`config.mk`:
```
export PLATFORM = sky130hd
export DESIGN_NAME = evict_wb_buffer
export DESIGN_NICKNAME = d
export VERILOG_FILES = /design/src/rtl/wb_pkg.sv /design/src/rtl/wb_match.sv /design/src/rtl/evict_wb_buffer.sv
export SDC_FILE = /design/constraint.sdc
export NUM_CORES = 2
export LEC_CHECK = 0
export CORE_MARGIN = 2
export CORE_UTILIZATION = 35
export DETAILED_ROUTE_END_ITERATION = 7
export PLACE_DENSITY_LB_ADDON = 0.08
export SLEW_MARGIN = 20
export SYNTH_ARGS = -nofsm -noshare
export SYNTH_HDL_FRONTEND = slang
export SYNTH_SLANG_ARGS = --single-unit
```
`constraint.sdc`:
```
create_clock -name clk -period 28.3 [get_ports clk]
set_input_delay 5.66 -clock clk [delete_from_list [all_inputs] [get_ports clk]]
set_output_delay 5.66 -clock clk [all_outputs]
set_load 0.05 [all_outputs]
```
`src/rtl/wb_pkg.sv`:
```
// Shared types and helpers for the eviction write-back buffer.
// Holds the drain state encoding, the default line geometry and pointer-width helpers.
package wb_pkg;

    localparam int ADDR_W = 32;
    localparam int OFF_W  = 5;
    localparam int LA_W   = ADDR_W - OFF_W;
    localparam int LINE_W = 256;

    typedef enum logic {
        WB_IDLE = 1'b0,
        WB_REQ  = 1'b1
    } wb_state_t;

    function automatic int ptr_w(input int depth);
        return (depth > 1) ? $clog2(depth) : 1;
    endfunction

    // Four-character probe label for the drain state, shown next to the cache FSM decode.
    function automatic logic [31:0] state_name(input wb_state_t s);
        if (s == WB_REQ) begin
            return "REQ ";
        end
        return "IDLE";
    endfunction

endpackage

```
`src/rtl/wb_match.sv`:
```
// Youngest-match selector over the circular entry array of the write-back buffer.
// Entries are scanned oldest to youngest from rd_ptr, so a later match overrides an earlier one.
module wb_match
    import wb_pkg::*;
#(
    parameter int DEPTH = 4,
    parameter int KEY_W = 27,
    parameter int PW    = 2
) (
    input  logic [DEPTH-1:0]            valid,
    input  logic [DEPTH-1:0][KEY_W-1:0] la,
    input  logic [PW-1:0]               rd_ptr,
    input  logic [PW-1:0]               wr_ptr,
    input  logic [KEY_W-1:0]            chk_la,
    output logic                        hit,
    output logic [PW-1:0]               sel
);

    logic [PW-1:0] idx;
    logic [PW-1:0] age;
    logic [PW-1:0] span;

    // An equal rd/wr pointer pair means full (or empty, where no valid bit is set).
    always_comb begin
        hit  = 1'b0;
        sel  = '0;
        idx  = '0;
        age  = '0;
        span = wr_ptr - rd_ptr;
        for (int k = 0; k < DEPTH; k++) begin
            idx = rd_ptr + PW'(k);
            age = PW'(k);
            if (valid[idx] && (la[idx] == chk_la) && ((age < span) || (span == '0))) begin
                hit = 1'b1;
                sel = idx;
            end
        end
    end

endmodule

```
`src/rtl/evict_wb_buffer.sv`:
```
// Write-back buffer for evicted dirty lines: FIFO drain to main memory over valid/ready,
// with youngest-copy forwarding to pending fills.
module evict_wb_buffer #(
    parameter int DEPTH  = 4,
    parameter int LINE_W = wb_pkg::LINE_W,
    parameter int ADDR_W = wb_pkg::ADDR_W,
    parameter int OFF_W  = wb_pkg::OFF_W
) (
    input  logic                        clk,
    input  logic                        reset,
    input  logic                        evict_valid,
    output logic                        evict_ready,
    input  logic [ADDR_W-OFF_W-1:0]     evict_la,
    input  logic [LINE_W-1:0]           evict_data,
    input  logic [ADDR_W-OFF_W-1:0]     chk_la,
    output logic                        chk_hit,
    output logic [LINE_W-1:0]           chk_data,
    output logic                        mm_wr_valid,
    input  logic                        mm_wr_ready,
    output logic [ADDR_W-OFF_W-1:0]     mm_wr_la,
    output logic [LINE_W-1:0]           mm_wr_data,
    output logic [$clog2(DEPTH+1)-1:0]  count,
    output logic                        empty
);

    import wb_pkg::*;

    localparam int LAW = ADDR_W - OFF_W;
    localparam int PW  = ptr_w(DEPTH);
    localparam int CW  = $clog2(DEPTH + 1);

    wb_state_t                    state;
    wb_state_t                    state_next;
    logic [PW-1:0]                rd_ptr;
    logic [PW-1:0]                wr_ptr;
    logic [CW-1:0]                cnt;
    logic [CW-1:0]                cnt_next;
    logic [DEPTH-1:0]             entry_valid;
    logic [DEPTH-1:0][LAW-1:0]    entry_la;
    logic [DEPTH-1:0][LINE_W-1:0] entry_data;
    logic                         push;
    logic                         pop;
    logic                         hit;
    logic [PW-1:0]                sel;

    // Acceptance looks only at registered occupancy, never at a same-cycle pop.
    assign evict_ready = (cnt < CW'(DEPTH));
    assign push        = evict_valid & evict_ready;
    assign pop         = (state == WB_REQ) & mm_wr_ready;
    assign count       = cnt;
    assign empty       = (cnt == '0);

    always_comb begin
        cnt_next = cnt;
        if (push && !pop) begin
            cnt_next = cnt + CW'(1);
        end else if (!push && pop) begin
            cnt_next = cnt - CW'(1);
        end
    end

    always_comb begin
        state_next  = state;
        mm_wr_valid = 1'b0;
        case (state)
            WB_IDLE: begin
                if (cnt != '0) begin
                    state_next = WB_REQ;
                end
            end
            WB_REQ: begin
                mm_wr_valid = 1'b1;
                if (pop && (cnt_next == '0)) begin
                    state_next = WB_IDLE;
                end
            end
            default: state_next = WB_IDLE;
        endcase
    end

    always_ff @(posedge clk) begin
        if (reset) begin
            state       <= WB_IDLE;
            rd_ptr      <= '0;
            wr_ptr      <= '0;
            cnt         <= '0;
            entry_valid <= '0;
        end else begin
            state <= state_next;
            cnt   <= cnt_next;
            if (push) begin
                wr_ptr              <= wr_ptr + PW'(1);
                entry_valid[wr_ptr] <= 1'b1;
            end
            if (pop) begin
                rd_ptr              <= rd_ptr + PW'(1);
                entry_valid[rd_ptr] <= 1'b0;
            end
        end
    end

    // Line payload is qualified by entry_valid, so it carries no reset.
    always_ff @(posedge clk) begin
        if (push) begin
            entry_la[wr_ptr]   <= evict_la;
            entry_data[wr_ptr] <= evict_data;
        end
    end

    wb_match #(
        .DEPTH (DEPTH),
        .KEY_W (LAW),
        .PW    (PW)
    ) u_match (
        .valid  (entry_valid),
        .la     (entry_la),
        .rd_ptr (rd_ptr),
        .wr_ptr (wr_ptr),
        .chk_la (chk_la),
        .hit    (hit),
        .sel    (sel)
    );

    assign chk_hit    = hit;
    assign chk_data   = hit ? entry_data[sel] : '0;
    assign mm_wr_la   = mm_wr_valid ? entry_la[rd_ptr] : '0;
    assign mm_wr_data = mm_wr_valid ? entry_data[rd_ptr] : '0;

endmodule

```
Word-level counts from Yosys, hierarchy flattened
Index checks and enable logic that the tools add are counted.
{"block": "totals", "mem_count": 0, "output_inout_bits": 546, "input_bits": 314, "ff_bits": 1144, "ram_bits": 0, "mem_bits_ro": 0, "word_cells": 116, "latch_bits": 0}
{"block": "classes", "eq_ne": 4, "bitwise_logic": 6, "n_mul": 0, "shift": 0, "n_mux": 50, "n_div": 0, "n_reduce_logical": 23, "order_cmp": 13, "n_addsub": 7}
{"cell": "256-bit 2-to-1 mux", "count": 5}
{"cell": "256-bit binary-select mux with 2-bit select", "count": 2}
{"cell": "1024-bit bitwise mux", "count": 1}
{"cell": "256-bit demux with 2-bit select", "count": 1}
{"cell": "27-bit binary-select mux with 2-bit select", "count": 4}
{"cell": "27-bit 2-to-1 mux", "count": 6}
{"cell": "108-bit bitwise mux", "count": 1}
{"cell": "27-bit equality test", "count": 4}
{"cell": "27-bit demux with 2-bit select", "count": 1}
{"cell": "2-bit by 3-bit < comparator with 1-bit output, second input constant", "count": 6}
{"cell": "1-bit logical AND", "count": 13}
{"cell": "1-bit 2-to-1 mux", "count": 13}
{"cell": "4-bit 2-to-1 mux", "count": 3}
{"cell": "1-bit binary-select mux with 2-bit select", "count": 4}
{"cell": "2-bit 2-to-1 mux", "count": 4}
{"cell": "3-bit logical NOT", "count": 2}
{"cell": "3-bit 2-to-1 mux", "count": 2}
{"cell": "2-bit by 1-bit adder with 2-bit output, second input constant", "count": 2}
{"cell": "2-bit adder, second input constant", "count": 2}
{"cell": "4-bit bitwise AND", "count": 1}
{"cell": "1-bit demux with 2-bit select", "count": 2}
{"cell": "2-bit by 1-bit greater-or-equal comparator with 1-bit output, second input constant", "count": 2}
{"cell": "1-bit logical OR", "count": 4}
{"cell": "1-bit by 2-bit < comparator with 1-bit output, first input constant", "count": 2}
{"cell": "other kinds (13)", "count": 16}

Depth between registers and ports, before layout
{"block": "depth", "word_depth": 12, "depth_mapped": 24, "depth_no_buf": 13}

By module
From an unflattened synthesis, not the netlist that was laid out.
{"block": "hier_totals", "cells_unflattened": 2936, "area_unflattened_um2": 55679.7}
{"module": "evict_wb_buffer", "instances": 1, "cells_per_inst": 2468, "area_each_um2": 51383.0}
{"module": "wb_match", "instances": 1, "cells_per_inst": 468, "area_each_um2": 4296.6}

Worst setup path before layout
OpenSTA, ideal clock, no wires.
{"block": "synth_timing", "path_type": "input to output", "startpoint": "in chk_la[13]", "endpoint": "out chk_data[185]", "arrival_time_ns": 8.937, "slack_ns": 13.703, "path_buffers": 3, "stages": 11, "cell_sequence": "clkbuf_1 o22ai_1 a221oi_1 mux2i_1 a2111o_1 or3_1 nand4_1 nor3b_2 buf_2 buf_1 a32o_1"}
{"block": "synth_via", "word_cells_on_any_way": 23, "classes_between": "4 x eq/ne; 11 x mux; 8 x reduce/logical"}
{"element": "start: declaration", "line_no": "evict_wb_buffer.sv:15", "text": "input logic [ADDR_W-OFF_W-1:0] chk_la,"}
{"element": "27-bit equality test", "line_no": "wb_match.sv:33", "text": "if (valid[idx] && (la[idx] == chk_la) && ((age < span) || (span == '0))) begin"}
{"element": "1-bit logical AND (2 in series)", "line_no": "wb_match.sv:33"}
{"element": "1-bit 2-to-1 mux (3 in series)", "line_no": "wb_match.sv:33"}
{"element": "1-bit 2-to-1 mux (*)", "line_no": "wb_match.sv:33"}
{"element": "via chk_hit", "line_no": "evict_wb_buffer.sv:16", "text": "output logic chk_hit,"}
{"element": "256-bit 2-to-1 mux (*)", "line_no": "evict_wb_buffer.sv:125", "text": "assign chk_data = hit ? entry_data[sel] : '0;"}
{"element": "end: declaration", "line_no": "evict_wb_buffer.sv:17", "text": "output logic [LINE_W-1:0] chk_data,"}
Mark *: on every way through the listed nets, which the timed path passes. The rest lies on a longest branch. The select of a mux whose other input is x is not followed.

Worst setup path after layout
{"block": "layout_timing", "startpoint": "in chk_la[12]", "endpoint": "out chk_data[216]"}
{"block": "layout_via", "elab_chain_cells": 10, "word_cells_on_any_way": 23, "classes_between": "4 x eq/ne; 11 x mux; 8 x reduce/logical"}
{"element": "27-bit equality test", "line_no": "wb_match.sv:33"}
{"element": "1-bit logical AND (2 in series)", "line_no": "wb_match.sv:33"}
{"element": "2-bit 2-to-1 mux (4 in series)", "line_no": "wb_match.sv:33"}
{"element": "256-bit binary-select mux with 2-bit select", "line_no": "evict_wb_buffer.sv:125"}
{"element": "256-bit 2-to-1 mux (not written as such)", "line_no": "evict_wb_buffer.sv:125"}
{"element": "256-bit 2-to-1 mux (*)", "line_no": "evict_wb_buffer.sv:125"}
Mark *: on every way between the ends. The rest lies on a longest branch, timed or not. The select of a mux whose other input is x is not followed.

==> flow_summary.html <==
<table>
<tr><th>Metric</th><th>Value</th></tr>
<tr><th colspan="2">Min path</th></tr>
<tr><td>Hold Crit Start</td><td>count[2]</td></tr>
<tr><td>Worst min-delay path class</td><td>flip-flop to flip-flop</td></tr>
<tr><th colspan="2">Job</th></tr>
<tr><td>Number of max-cap violations</td><td>0</td></tr>
<tr><th colspan="2">Clock tree</th></tr>
<tr><td>Insertion delay of the later-clocked pin in the worst-skew pair</td><td>between 0.7 and 0.8 ns</td></tr>
<tr><td>CTS clock-pin slew for the worst setup and hold paths</td><td>approximately 0.060 ns</td></tr>
<tr><td>Hold buffer count at CTS</td><td>0</td></tr>
<tr><td>CTS tree</td><td>done</td></tr>
<tr><td>Sinks on Clock Net</td><td>1144</td></tr>
<tr><td>Number of buffers inserted during clock tree synthesis</td><td>144</td></tr>
<tr><td>Buffers inserted by post-CTS timing repair</td><td>0</td></tr>
<tr><td>Count of H-tree levels built during CTS</td><td>4</td></tr>
<tr><td>Quantity of gates resized following cts</td><td>0</td></tr>
<tr><td>Root buffer cell</td><td>sky130_fd_sc_hd__clkbuf_16</td></tr>
<tr><td>Number of buffers on the longest clock path</td><td>3</td></tr>
<tr><th colspan="2">Power and ir drop</th></tr>
<tr><td>Pwr Density</td><td>71.7 mW/mm²</td></tr>
<tr><td>Clk pwr share</td><td>0.290</td></tr>
<tr><td>Part of the total power dissipated in sequential elements</td><td>0.356</td></tr>
<tr><td>Static Leakage</td><td>0.0240 µW</td></tr>
<tr><td>Switching power summed over all nets</td><td>2150 µW</td></tr>
<tr><td>Internal power component</td><td>3860 µW</td></tr>
<tr><td>Combinational power share</td><td>0.354</td></tr>
<tr><td>Worst voltage drop across the vdd grid</td><td>0.0000517 V</td></tr>
<tr><td>Sw frac</td><td>0.358</td></tr>
<tr><th colspan="2">Yosys</th></tr>
<tr><td>Count of flip-flops with a built-in enable after synthesis</td><td>between 1000 and 1500</td></tr>
<tr><td>Share of async-settable or async-resettable flops after synthesis</td><td>0</td></tr>
<tr><td>Number of cells produced by synthesis</td><td>5410</td></tr>
<tr><td>Post-synthesis net count</td><td>5738</td></tr>
<tr><td>Ys Warns</td><td>0</td></tr>
<tr><td>Count of distinct cell types in the synthesized netlist</td><td>65</td></tr>
<tr><td>Most used DFF post-synth</td><td>sky130_fd_sc_hd__edfxtp_1</td></tr>
<tr><td>Flop and latch count out of synthesis</td><td>1144</td></tr>
<tr><td>Summed instance area of the synthesized netlist</td><td>~0.069 mm²</td></tr>
<tr><td>Post-synthesis sequential area ratio</td><td>0.494</td></tr>
<tr><td>Syn avg cell area</td><td>between 10 and 15 µm²</td></tr>
<tr><th colspan="2">Cells and area</th></tr>
<tr><td>Post-route cell area</td><td>roughly 0.084 mm²</td></tr>
<tr><td>Fill cell instance count of the final layout</td><td>18100</td></tr>
<tr><td>Area of the multi-input gates</td><td>roughly 0.032 mm²</td></tr>
<tr><td>Number of nets in the final layout</td><td>~6000</td></tr>
<tr><td>Area added between synthesis and finish</td><td>21.0%</td></tr>
<tr><td>Fraction of layout cells with a size suffix above 1</td><td>0.101</td></tr>
<tr><td>Seq. cell area</td><td>roughly 0.034 mm²</td></tr>
<tr><th colspan="2">Place</th></tr>
<tr><td>Cell area reported after detailed placement</td><td>0.0794 mm²</td></tr>
<tr><td>Final estimated routing congestion in global placement</td><td>0.917</td></tr>
<tr><td>Quantity of I/O buffers inserted on ports</td><td>859</td></tr>
<tr><td>HPWL after detailed placement</td><td>about 150 mm</td></tr>
<tr><th colspan="2">Route</th></tr>
<tr><td>Post-DRT Antenna Nets</td><td>0</td></tr>
<tr><td>Average wire per standard cell</td><td>just over 30 µm</td></tr>
<tr><td>Via count</td><td>55800</td></tr>
<tr><td>DR pass1 iterations</td><td>6</td></tr>
<tr><td>Initial DRC Count</td><td>5210</td></tr>
<tr><td>Routed WL</td><td>262 mm</td></tr>
<tr><td>Vias/cell</td><td>6.45</td></tr>
<tr><td>Number of remaining DRC errors</td><td>0</td></tr>
<tr><th colspan="2">STA</th></tr>
<tr><td>Worst Hold Margin</td><td>0.557 ns</td></tr>
<tr><td>Min Clock Period, post-route</td><td>18.87 ns</td></tr>
<tr><td>Period Utilization, post-route</td><td>0.667</td></tr>
<tr><td>Post-Route Setup TNS</td><td>0 ns</td></tr>
<tr><td>RSZ-0062 raised after global routing</td><td>false</td></tr>
<tr><td>Number of hold-slack violations in the final timing report</td><td>0</td></tr>
<tr><td>Clock skew</td><td>0.0254 ns</td></tr>
<tr><td>Slew @ Worst Pin</td><td>1.24 ns</td></tr>
<tr><td>Number of max-slew violations in the final report</td><td>0</td></tr>
<tr><td>Worst relative slew slack</td><td>0.170</td></tr>
<tr><td>Number of setup violations in the final report</td><td>0</td></tr>
<tr><td>Max Fclk</td><td>53.0 MHz</td></tr>
<tr><th colspan="2">Critical path</th></tr>
<tr><td>Crit-path leading delay family</td><td>buffers and inverters</td></tr>
<tr><td>Critical path endpoint category</td><td>output pin</td></tr>
<tr><td>Startpoint of the lowest-slack register-to-register path</td><td>count[2]</td></tr>
<tr><td>Worst path cell trace</td><td>clkdlybuf4s50_1 -&gt; inv_1 -&gt; xnor2_1 -&gt; o2111ai_1 -&gt; a2111oi_0 -&gt; o211ai_1 -&gt; nor3_1 -&gt; or2_4 -&gt; buf_4 -&gt; buf_4 -&gt; buf_4 -&gt; o221ai_1 -&gt; a22oi_1 -&gt; a32o_1 -&gt; clkdlybuf4s50_1</td></tr>
<tr><td>Worst setup path startpoint</td><td>chk_la[12]</td></tr>
<tr><td>Largest incremental delay on the critical path</td><td>0.99 ns</td></tr>
<tr><td>CP Data Required Time</td><td>22.64 ns</td></tr>
<tr><td>Arrival time reported for the critical path endpoint</td><td>13.21 ns</td></tr>
<tr><td>Crit path top cell by count</td><td>sky130_fd_sc_hd__buf_4</td></tr>
<tr><td>Peak fanout along the critical path</td><td>80</td></tr>
<tr><td>Worst path buffer plus inverter count</td><td>6</td></tr>
<tr><td>Element type at the critical path start</td><td>primary input</td></tr>
<tr><td>Critical path class</td><td>primary input to output pin</td></tr>
<tr><td>Reg2reg setup slack</td><td>23.56 ns</td></tr>
<tr><td>Slowest cell on the critical path</td><td>sky130_fd_sc_hd__a2111oi_0</td></tr>
<tr><th colspan="2">Floorplan</th></tr>
<tr><td>Core region area</td><td>0.197 mm²</td></tr>
<tr><td>Starting utilization of the core area</td><td>0.352</td></tr>
<tr><td>Die footprint</td><td>slightly above 0.2 mm²</td></tr>
<tr><td>Chip width</td><td>449 µm</td></tr>
<tr><td>Y dimension of the die</td><td>about 450 µm</td></tr>
<tr><td>IO Count</td><td>860</td></tr>
<tr><td>Floorplan row count</td><td>163</td></tr>
<tr><th colspan="2">GRT</th></tr>
<tr><td>Wire length of the first global-routing pass</td><td>381 mm</td></tr>
<tr><td>Initial antenna violation count</td><td>62</td></tr>
<tr><td>Residual overflow from global routing</td><td>0</td></tr>
<tr><td>Number of global-route vias before repair</td><td>53800</td></tr>
<tr><td>Total GRT Usage</td><td>0.248</td></tr>
<tr><td>Pin count of the biggest net entering global routing</td><td>182</td></tr>
<tr><th colspan="2">Outcome</th></tr>
<tr><td>Status</td><td>complete, no violations</td></tr>
</table>
-- flip-flops by register name, indices dropped and copies added, names as in the netlist --
signal and flops:
count 3, entry_data 1024, entry_la 108, entry_valid 4, rd_ptr 2, state 1, wr_ptr 2
-- synth_stat cells, types with 6 or more instances --
cell,number,area [µm²]
sky130_fd_sc_hd__o2bb2ai_1,6,52.6
sky130_fd_sc_hd__and3_1,6,37.5
sky130_fd_sc_hd__mux4_2,297,6690
sky130_fd_sc_hd__dfxtp_1,12,240
sky130_fd_sc_hd__a32o_1,256,2560
sky130_fd_sc_hd__nor2_1,22,82.6
sky130_fd_sc_hd__a22oi_1,258,1940
sky130_fd_sc_hd__nor2b_1,8,50.1
sky130_fd_sc_hd__buf_6,32,360
sky130_fd_sc_hd__o21ai_1,256,1280
sky130_fd_sc_hd__xnor2_1,57,499
sky130_fd_sc_hd__mux2_2,11,124
sky130_fd_sc_hd__buf_1,71,267
sky130_fd_sc_hd__edfxtp_1,1132,34000
sky130_fd_sc_hd__nand3_1,6,30.0
sky130_fd_sc_hd__a21oi_1,21,105
sky130_fd_sc_hd__o221ai_1,767,6720
sky130_fd_sc_hd__inv_1,18,67.6
sky130_fd_sc_hd__o21ai_0,18,90.1
sky130_fd_sc_hd__o22ai_1,273,1710
sky130_fd_sc_hd__nand2_1,288,1080
sky130_fd_sc_hd__nor4_1,8,50.1
sky130_fd_sc_hd__nand4_1,11,68.8
sky130_fd_sc_hd__buf_2,83,415
sky130_fd_sc_hd__o211ai_1,10,75.1
sky130_fd_sc_hd__clkbuf_1,452,1700
sky130_fd_sc_hd__mux2i_1,610,6110
sky130_fd_sc_hd__and2_1,284,1780
sky130_fd_sc_hd__xor2_1,27,236
sky130_fd_sc_hd__buf_4,13,97.6
sky130_fd_sc_hd__a2111oi_0,8,70.1
sky130_fd_sc_hd__a211oi_1,11,82.6
sky130_fd_sc_hd__ha_1,14,175
-- area by class of cell --
class / count / area share
antenna: 38 / 0.00113
sequential: 1144 / 0.408
inverter: 20 / 0.000984
clock buffer: 180 / 0.0458
tap: 2640 / 0.0394
clock inverter: 74 / 0.00650
timing repair buffer: 951 / 0.114
multi-input combinational: 3595 / 0.385
-- power groups by stage --
stage | clock [µW] | combinational [µW] | sequential, µW
CTS | 1790 | 2130 | 2140
global placement | 0 | 2110 | 2170
global route | 1850 | 2240 | 2160
floorplan | 0 | 1480 | 2170
detailed placement | 0 | 2120 | 2180
finish | 1740 | 2130 | 2140
-- worst paths after layout --
| kind | end | cells after the start |
|---|---|---|
| setup / recovery | chk_data[216] | 15 |
| hold / removal | count[2] | 2 |
| setup reg to reg | entry_data[820] | 5 |
| hold reg to reg | count[2] | 2 |
-- kinds of logic after synthesis --
logic type	synth area share
mux	0.186
buf+inv	0.0420
flops	0.494
xor+xnor	0.0106
fa+ha+maj	0.00253
simple gates	0.0483
compound gates	0.217
-- tightest hold or removal path, stage by stage (launching register included) --
cell,delay [ns]
sky130_fd_sc_hd__dfxtp_1,0.36
sky130_fd_sc_hd__nand2_1,0.09
sky130_fd_sc_hd__a21oi_1,0.06
-- per-layer routing --
layer  part of all wire  vias up  GRT usage
met5            0.00066        -          0
met4              0.046       28      0.118
met3              0.068      457     0.0522
met2               0.48     2322      0.406
met1               0.40    28900      0.314
li1                   -    24100          -
-- layout by cell type, fill, tap and decap left out, types with 21 or more instances in the layout --
master,count
sky130_fd_sc_hd__o221ai_1,767
sky130_fd_sc_hd__o22ai_1,273
sky130_fd_sc_hd__nand2_1,288
sky130_fd_sc_hd__nor2_1,22
sky130_fd_sc_hd__buf_4,73
sky130_fd_sc_hd__mux4_2,297
sky130_fd_sc_hd__mux2i_1,610
sky130_fd_sc_hd__clkbuf_1,30
sky130_fd_sc_hd__o21ai_1,256
sky130_fd_sc_hd__xnor2_1,57
sky130_fd_sc_hd__xor2_1,27
sky130_fd_sc_hd__a22oi_1,258
sky130_fd_sc_hd__diode_2,38
sky130_fd_sc_hd__a32o_1,256
sky130_fd_sc_hd__clkinv_1,41
sky130_fd_sc_hd__and2_1,280
sky130_fd_sc_hd__edfxtp_1,1132
sky130_fd_sc_hd__a21oi_1,21
sky130_fd_sc_hd__clkbuf_16,148
sky130_fd_sc_hd__clkdlybuf4s50_1,859
-- stage by stage --
step,utilization,total power [µW],instances,setup WS [ns]
after floorplan,-,3650,5410,13.70
after global placement,0.402,4290,8348,9.48
after detailed placement,0.403,4300,8349,9.47
after CTS,0.425,6060,8603,9.48
after global routing,0.425,6250,8640,9.14
final,0.425,6020,8642,9.43
Power figures use the tool's default switching activity.
